`src/rtl/le_pkg.sv`:
```
// Shared sizing helpers, frame field offsets and the per-LE config frame layout.
package le_pkg;

    localparam int DEF_NUM_LE = 4;
    localparam int DEF_LUT_K  = 4;

    // Number of truth-table entries in a K-input LUT
    function automatic int lutSize(input int k);
        return 1 << k;
    endfunction

    // One LE frame is the truth table plus the reg_mode and ff_init bits
    function automatic int frameW(input int k);
        return lutSize(k) + 2;
    endfunction

    // Total length of the cluster's config chain
    function automatic int cfgW(input int n, input int k);
        return n * frameW(k);
    endfunction

    // Bit offsets of the control fields inside one LE frame
    function automatic int regModeBit(input int k);
        return frameW(k) - 1;
    endfunction

    function automatic int ffInitBit(input int k);
        return frameW(k) - 2;
    endfunction

    localparam int LUT_SIZE     = lutSize(DEF_LUT_K);
    localparam int FRAME_W      = frameW(DEF_LUT_K);
    localparam int CFG_W        = cfgW(DEF_NUM_LE, DEF_LUT_K);
    localparam int REG_MODE_BIT = regModeBit(DEF_LUT_K);
    localparam int FF_INIT_BIT  = ffInitBit(DEF_LUT_K);

    // Frame of one LE at the default LUT size, MSB first as it travels the chain
    typedef struct packed {
        logic                reg_mode;
        logic                ff_init;
        logic [LUT_SIZE-1:0] lut;
    } le_cfg_t;

endpackage

```
`src/rtl/le_cell.sv`:
```
// One logic element: per-bit LUT input source mux, LUT read, and an output FF
// that loads its init value on an accepted commit.
module le_cell
    import le_pkg::*;
#(
    parameter int LUT_K = 4
) (
    input  logic                      clk,
    input  logic                      nrst,
    input  logic [frameW(LUT_K)-1:0]  cfg_i,
    input  logic                      commit_i,
    input  logic                      initVal_i,
    input  logic                      en_i,
    input  logic [LUT_K-1:0]          selCb_i,
    input  logic [LUT_K-1:0]          selLei_i,
    input  logic [LUT_K-1:0]          leiDvn_i,
    output logic                      out_o
);

    localparam int LUT_SIZE = lutSize(LUT_K);

    logic [LUT_K-1:0]    selEff;
    logic [LUT_SIZE-1:0] lutBits;
    logic                regMode;
    logic                lutVal;
    logic                ff_q;
    logic                ff_d;

    assign selEff  = (leiDvn_i & selLei_i) | (~leiDvn_i & selCb_i);
    assign lutBits = cfg_i[LUT_SIZE-1:0];
    assign regMode = cfg_i[regModeBit(LUT_K)];
    assign lutVal  = lutBits[selEff];

    // FF next state: a commit reloads the init value even when the FF is disabled
    always_comb begin
        ff_d = ff_q;
        if (commit_i) begin
            ff_d = initVal_i;
        end else if (en_i) begin
            ff_d = lutVal;
        end
    end

    // Output FF register
    always_ff @(posedge clk or negedge nrst) begin
        if (!nrst) begin
            ff_q <= 1'b0;
        end else begin
            ff_q <= ff_d;
        end
    end

    assign out_o = regMode ? ff_q : lutVal;

endmodule

```
`src/rtl/le_cluster.sv`:
```
// Cluster of LUT logic elements sharing one serial config chain. Config is
// shifted into a shadow copy and only becomes active on a validated commit,
// so the fabric keeps running while the next configuration streams in.
module le_cluster
    import le_pkg::*;
#(
    parameter int NUM_LE = 4,
    parameter int LUT_K  = 4
) (
    input  logic                    clk,
    input  logic                    nrst,
    input  logic                    config_en,
    input  logic                    config_data_in,
    output logic                    config_data_out,
    input  logic                    config_commit,
    output logic                    cfg_done,
    output logic                    cfg_err,
    input  logic                    le_en,
    input  logic [NUM_LE*LUT_K-1:0] sel_cb,
    input  logic [NUM_LE*LUT_K-1:0] sel_lei,
    input  logic [NUM_LE*LUT_K-1:0] lei_dvn,
    output logic [NUM_LE-1:0]       le_out
);

    localparam int FRAME_W = frameW(LUT_K);
    localparam int CFG_W   = cfgW(NUM_LE, LUT_K);
    localparam int CNT_W   = $clog2(CFG_W + 2);

    localparam logic [CNT_W-1:0] CNT_DONE = CNT_W'(CFG_W);
    localparam logic [CNT_W-1:0] CNT_MAX  = CNT_W'(CFG_W + 1);
    localparam logic [CNT_W-1:0] CNT_ONE  = CNT_W'(1);

    logic [CFG_W-1:0] shadow_q;
    logic [CFG_W-1:0] shadow_d;
    logic [CFG_W-1:0] active_q;
    logic [CNT_W-1:0] bitCount_q;
    logic [CNT_W-1:0] bitCount_d;
    logic             cfgErr_q;
    logic             commitOk;

    assign cfg_done        = (bitCount_q == CNT_DONE);
    assign cfg_err         = cfgErr_q;
    assign commitOk        = config_commit & cfg_done;
    assign config_data_out = shadow_q[CFG_W-1];

    // Shadow chain shifts MSB-first; the last LE's frame ends up at the top
    always_comb begin
        shadow_d = shadow_q;
        if (config_en) begin
            shadow_d = {shadow_q[CFG_W-2:0], config_data_in};
        end
    end

    // Bit counter: restarts on an accepted commit (counting a same-cycle shift), saturates past full
    always_comb begin
        bitCount_d = bitCount_q;
        if (commitOk) begin
            bitCount_d = config_en ? CNT_ONE : '0;
        end else if (config_en && (bitCount_q != CNT_MAX)) begin
            bitCount_d = bitCount_q + CNT_ONE;
        end
    end

    // Shadow chain and bit counter registers
    always_ff @(posedge clk or negedge nrst) begin
        if (!nrst) begin
            shadow_q   <= '0;
            bitCount_q <= '0;
        end else begin
            shadow_q   <= shadow_d;
            bitCount_q <= bitCount_d;
        end
    end

    // Active config takes the pre-shift shadow on an accepted commit
    always_ff @(posedge clk or negedge nrst) begin
        if (!nrst) begin
            active_q <= '0;
        end else if (commitOk) begin
            active_q <= shadow_q;
        end
    end

    // Sticky error for a commit attempted before a full frame set arrived
    always_ff @(posedge clk or negedge nrst) begin
        if (!nrst) begin
            cfgErr_q <= 1'b0;
        end else if (config_commit && !cfg_done) begin
            cfgErr_q <= 1'b1;
        end
    end

    for (genvar i = 0; i < NUM_LE; i++) begin : g_cell
        le_cell #(
            .LUT_K (LUT_K)
        ) u_cell (
            .clk       (clk),
            .nrst      (nrst),
            .cfg_i     (active_q[i*FRAME_W +: FRAME_W]),
            .commit_i  (commitOk),
            .initVal_i (shadow_q[i*FRAME_W + ffInitBit(LUT_K)]),
            .en_i      (le_en),
            .selCb_i   (sel_cb[i*LUT_K +: LUT_K]),
            .selLei_i  (sel_lei[i*LUT_K +: LUT_K]),
            .leiDvn_i  (lei_dvn[i*LUT_K +: LUT_K]),
            .out_o     (le_out[i])
        );
    end

endmodule

```
`config.mk`:
```
export PLATFORM = sky130hd
export DESIGN_NAME = le_cluster
export DESIGN_NICKNAME = d
export VERILOG_FILES = /design/src/rtl/le_pkg.sv /design/src/rtl/le_cell.sv /design/src/rtl/le_cluster.sv
export SDC_FILE = /design/constraint.sdc
export NUM_CORES = 1
export LEC_CHECK = 0
export ABC_AREA = 1
export CAP_MARGIN = 20
export CORE_ASPECT_RATIO = 0.7
export CORE_UTILIZATION = 50
export CTS_CLUSTER_DIAMETER = 150
export DETAILED_ROUTE_END_ITERATION = 16
export GPL_TIMING_DRIVEN = 0
export PLACE_DENSITY = 0.74
export REMOVE_ABC_BUFFERS = 1
export SYNTH_ARGS = -nofsm -noshare
export SYNTH_HDL_FRONTEND = slang
export SYNTH_SLANG_ARGS = --single-unit
```
`constraint.sdc`:
```
create_clock -name clk -period 1.7 [get_ports clk]
set_input_delay 0.255 -clock clk [delete_from_list [all_inputs] [get_ports clk]]
set_output_delay 0.255 -clock clk [all_outputs]
set_load 0.01 [all_outputs]
```
==> impl_metrics.yaml <==
place:
  place.gp.congestion: 0.813
  io_buffers: 60
  hpwl_um: 8340
  dpl_worst_slack_ns: -0.960
cts:
  cts_tree: "built"
  cts.path.max_buffers: 2
  cts_buffers: 17
  cts.htree.levels: 4
  cts_root_buf: "clkbuf_16"
  clkSinkCount: 152
  clkTransAtPathRegs_ns: 0.06
  clock_latency_ns: 0.42
routing:
  viasPerCell: 4.97
  detail_route.wl_per_cell_um: 13.5
  ant_nets: 0
  drc_errors: 0
  routed_wl_um: 15800
  drt-initial-drc-count: 304
  vias: 5811
  dr.pass1.iters: 4
critical_path:
  cp.arrival_ns: 1.58
  crit_top_cell: "nand2_2"
  crit_path_max_fanout: 3
  worstSetupPathType: "primary input to output port"
  cp.required_ns: 1.44
  critPathMaxStageDelay_ns: 0.45
  crit_path_start_kind: "primary input"
  path_cells: "clkdlybuf4s50_1 > inv_1 > o21ai_4 > inv_2 > nand3_2 > nand3_2 > nand2_2 > nand2_2 > nand2_2 > buf_6"
  end_kind: "output port"
  slowest_stage: "clkdlybuf4s50_1"
final_layout:
  diodes: 0
  drive_gt1_share_pct: 24.1
  utilization_pct: 66.2
  multiInputGateArea_um2: 3040
  area_delta_synth_final_pct: 28.1
  final_nets: 1026
  seq_area_um2: 3800
  fill_cells: 1124
pwr:
  total_power_uw: 9640
  ir_drop_uv: 739
  leakagePower_uw: 0.00445
  pwr_density_cell_nw_per_um2: 1040
timing:
  fmax_mhz: 544
  finalCriticalPeriod_ns: 1.84
  finalHoldViolCount: 0
  maxSlewHeadroom_pct: 64.7
  fin_ws_ns: -0.137
  drv_slew: 0
  rsz0062_at_grt: "true"
  setup_violations: 4
  worst_pin_slew_ns: 0.529
  skew_ns: 0.00767
  period_share_pct: 108
yosys:
  syn_area_um2: 7240
  yosysWarningCount: 0
  synth_seq_cells: 152
  synth_area_leader_cell: "dfrtp_1"
  synth_top_area_share_pct: 52.5
  synth_cells: 882
  syn_area_per_cell_um2: 8.21
  ys_seq_area_share_pct: 52.5
  yosysUniqueCellTypes: 28
  synthTopCellsByArea: "dfrtp_1 53%, nand2_1 11%, inv_1 8.4%"
global_routing:
  grtUsageTotal_pct: 21.5
  antenna_found_initial: 0
  gr-total-overflow: 0
  grt_max_degree: 114
  grt_pass1_wl_um: 25700
  grt_pass1_vias: 5490
die:
  die_w_um: 146
  rows: 36
  fp.dieH_um: 103
  dieArea_um2: 15000
  core_area_um2: 14000
  initial_utilization_pct: 51.7
  io_pins: 61
min_path:
  hold_class: "primary input to flop"
run:
  drv_cap: 0
outcome:
  outcome: "complete, but fails checks"
  violations: "setup timing"
[registers in the layout, indices dropped and copies added, names as in the netlist]
name                flops
cfg_err                 1
bitCount_q              7
g_cell.u_cell.ff_q      4
active_q               68
shadow_q               72
[power by group]
group / leakage, uW / switching, uW / total (uW) / internal [uW]
logic: 0.00213 / 960 / 1630 / 666
clock network: 0.000272 / 1430 / 3650 / 2220
registers: 0.00204 / 288 / 4370 / 4080
total: 0.00445 / 2680 / 9640 / 6960
[cells in the final DEF, fill, tap and decap left out, types with 3 or more instances in the layout]
master / netlist / final
buf_16: 0 / 5
buf_2: 9 / 4
buf_4: 4 / 31
buf_6: 8 / 3
clkbuf_1: 14 / 3
clkbuf_16: 0 / 20
clkdlybuf4s50_1: 0 / 23
clkinv_2: 0 / 3
clkinvlp_4: 0 / 3
dfrtp_1: 152 / 152
dlygate4sd2_1: 0 / 22
dlymetal6s2s_1: 0 / 4
inv_1: 163 / 146
inv_2: 2 / 18
nand2_1: 214 / 193
nand2_2: 37 / 46
nand2_4: 0 / 15
nand3_1: 83 / 53
nand3_2: 1 / 31
nand3b_1: 8 / 8
nor2_1: 12 / 3
nor2_2: 2 / 6
nor2_4: 1 / 6
o21ai_0: 104 / 93
o21ai_1: 27 / 30
o21ai_2: 28 / 30
o21ai_4: 0 / 6
[cell usage after synthesis (all sizes together)]
library cell	count
a21oi	1
buf	21
clkbuf	15
dfrtp	152
ha	3
inv	165
nand2	251
nand3	84
nand3b	8
nand4	1
nor2	15
o211ai	1
o21a	1
o21ai	159
o21bai	1
o31ai	1
xnor2	2
xor2	1
[critical path, delay by kind of cell]
kind,cells,cell delay (ns)
AOI/OAI and AO/OA,1,0.21
buffers and inverters,4,0.71
and+or+nand+nor,5,0.41
[timing repair]
| item | in CTS | in global routing |
|---|---|---|
| setup endpoints to repair | 68 | 60 |
| pin swaps | 69 | 34 |
| hold endpoints to repair | 54 | 0 |
| hold buffers | 1 | 0 |
| resized for setup | 148 | 34 |
| buffers inserted | 14 | 17 |
| cloned | 4 | 5 |
[layer usage]
metal / vias to the layer above / wire length [um] / GRT usage [%]
met2: 131 / 7300 / 35.3
met1: 2728 / 7600 / 29.0
met4: 0 / 242 / 8.26
li1: 2929 / - / -
met5: - / 0 / 0
met3: 23 / 703 / 3.98
[final cells by class]
class / instances / area share (%)
clock inverter: 8 / 1.07
inverter: 165 / 6.72
tap: 190 / 2.56
multi-input combinational: 533 / 32.7
clock buffer: 22 / 5.00
sequential: 152 / 41.0
timing repair buffer: 100 / 10.9
[path summary, 6_finish.rpt]
| check | from | to | slack, ns | cells after the start |
|---|---|---|---|---|
| min reg2reg | cfg_err | cfg_err | 0.47 | 1 |
| min | config_en | shadow_q[0] | 0.25 | 3 |
| min in group asynchronous | nrst | shadow_q[42] | 0.35 | 2 |
| max | sel_cb[10] | le_out[2] | -0.14 | 10 |
| max in group asynchronous | nrst | shadow_q[54] | 0.48 | 3 |
| max reg2reg | bitCount_q[0] | g_cell[2].u_cell.ff_q | 0.09 | 11 |
[through the flow]
step	TNS, ns	hold WS, ns	std cells	area [um^2]
after floorplan	-87.69	-0.0406	846	7020
after global placement	-1227.65	0.458	1096	7860
after detailed placement	-8.55	0.247	1099	7950
after CTS	-0.342	0.247	1148	8950
after global routing	-0.752	0.274	1170	9280
final	-0.412	0.250	1170	9280
[kinds of logic after synthesis]
group	share of synthesized area (%)
flip-flops	52.5
buffers and inverters	11.6
adder cells (fa/ha/maj)	0.518
XOR/XNOR	0.363
AO/OA/AOI/OAI	12.9
AND/OR/NAND/NOR	22.0
(Power assumes the default switching activity.)
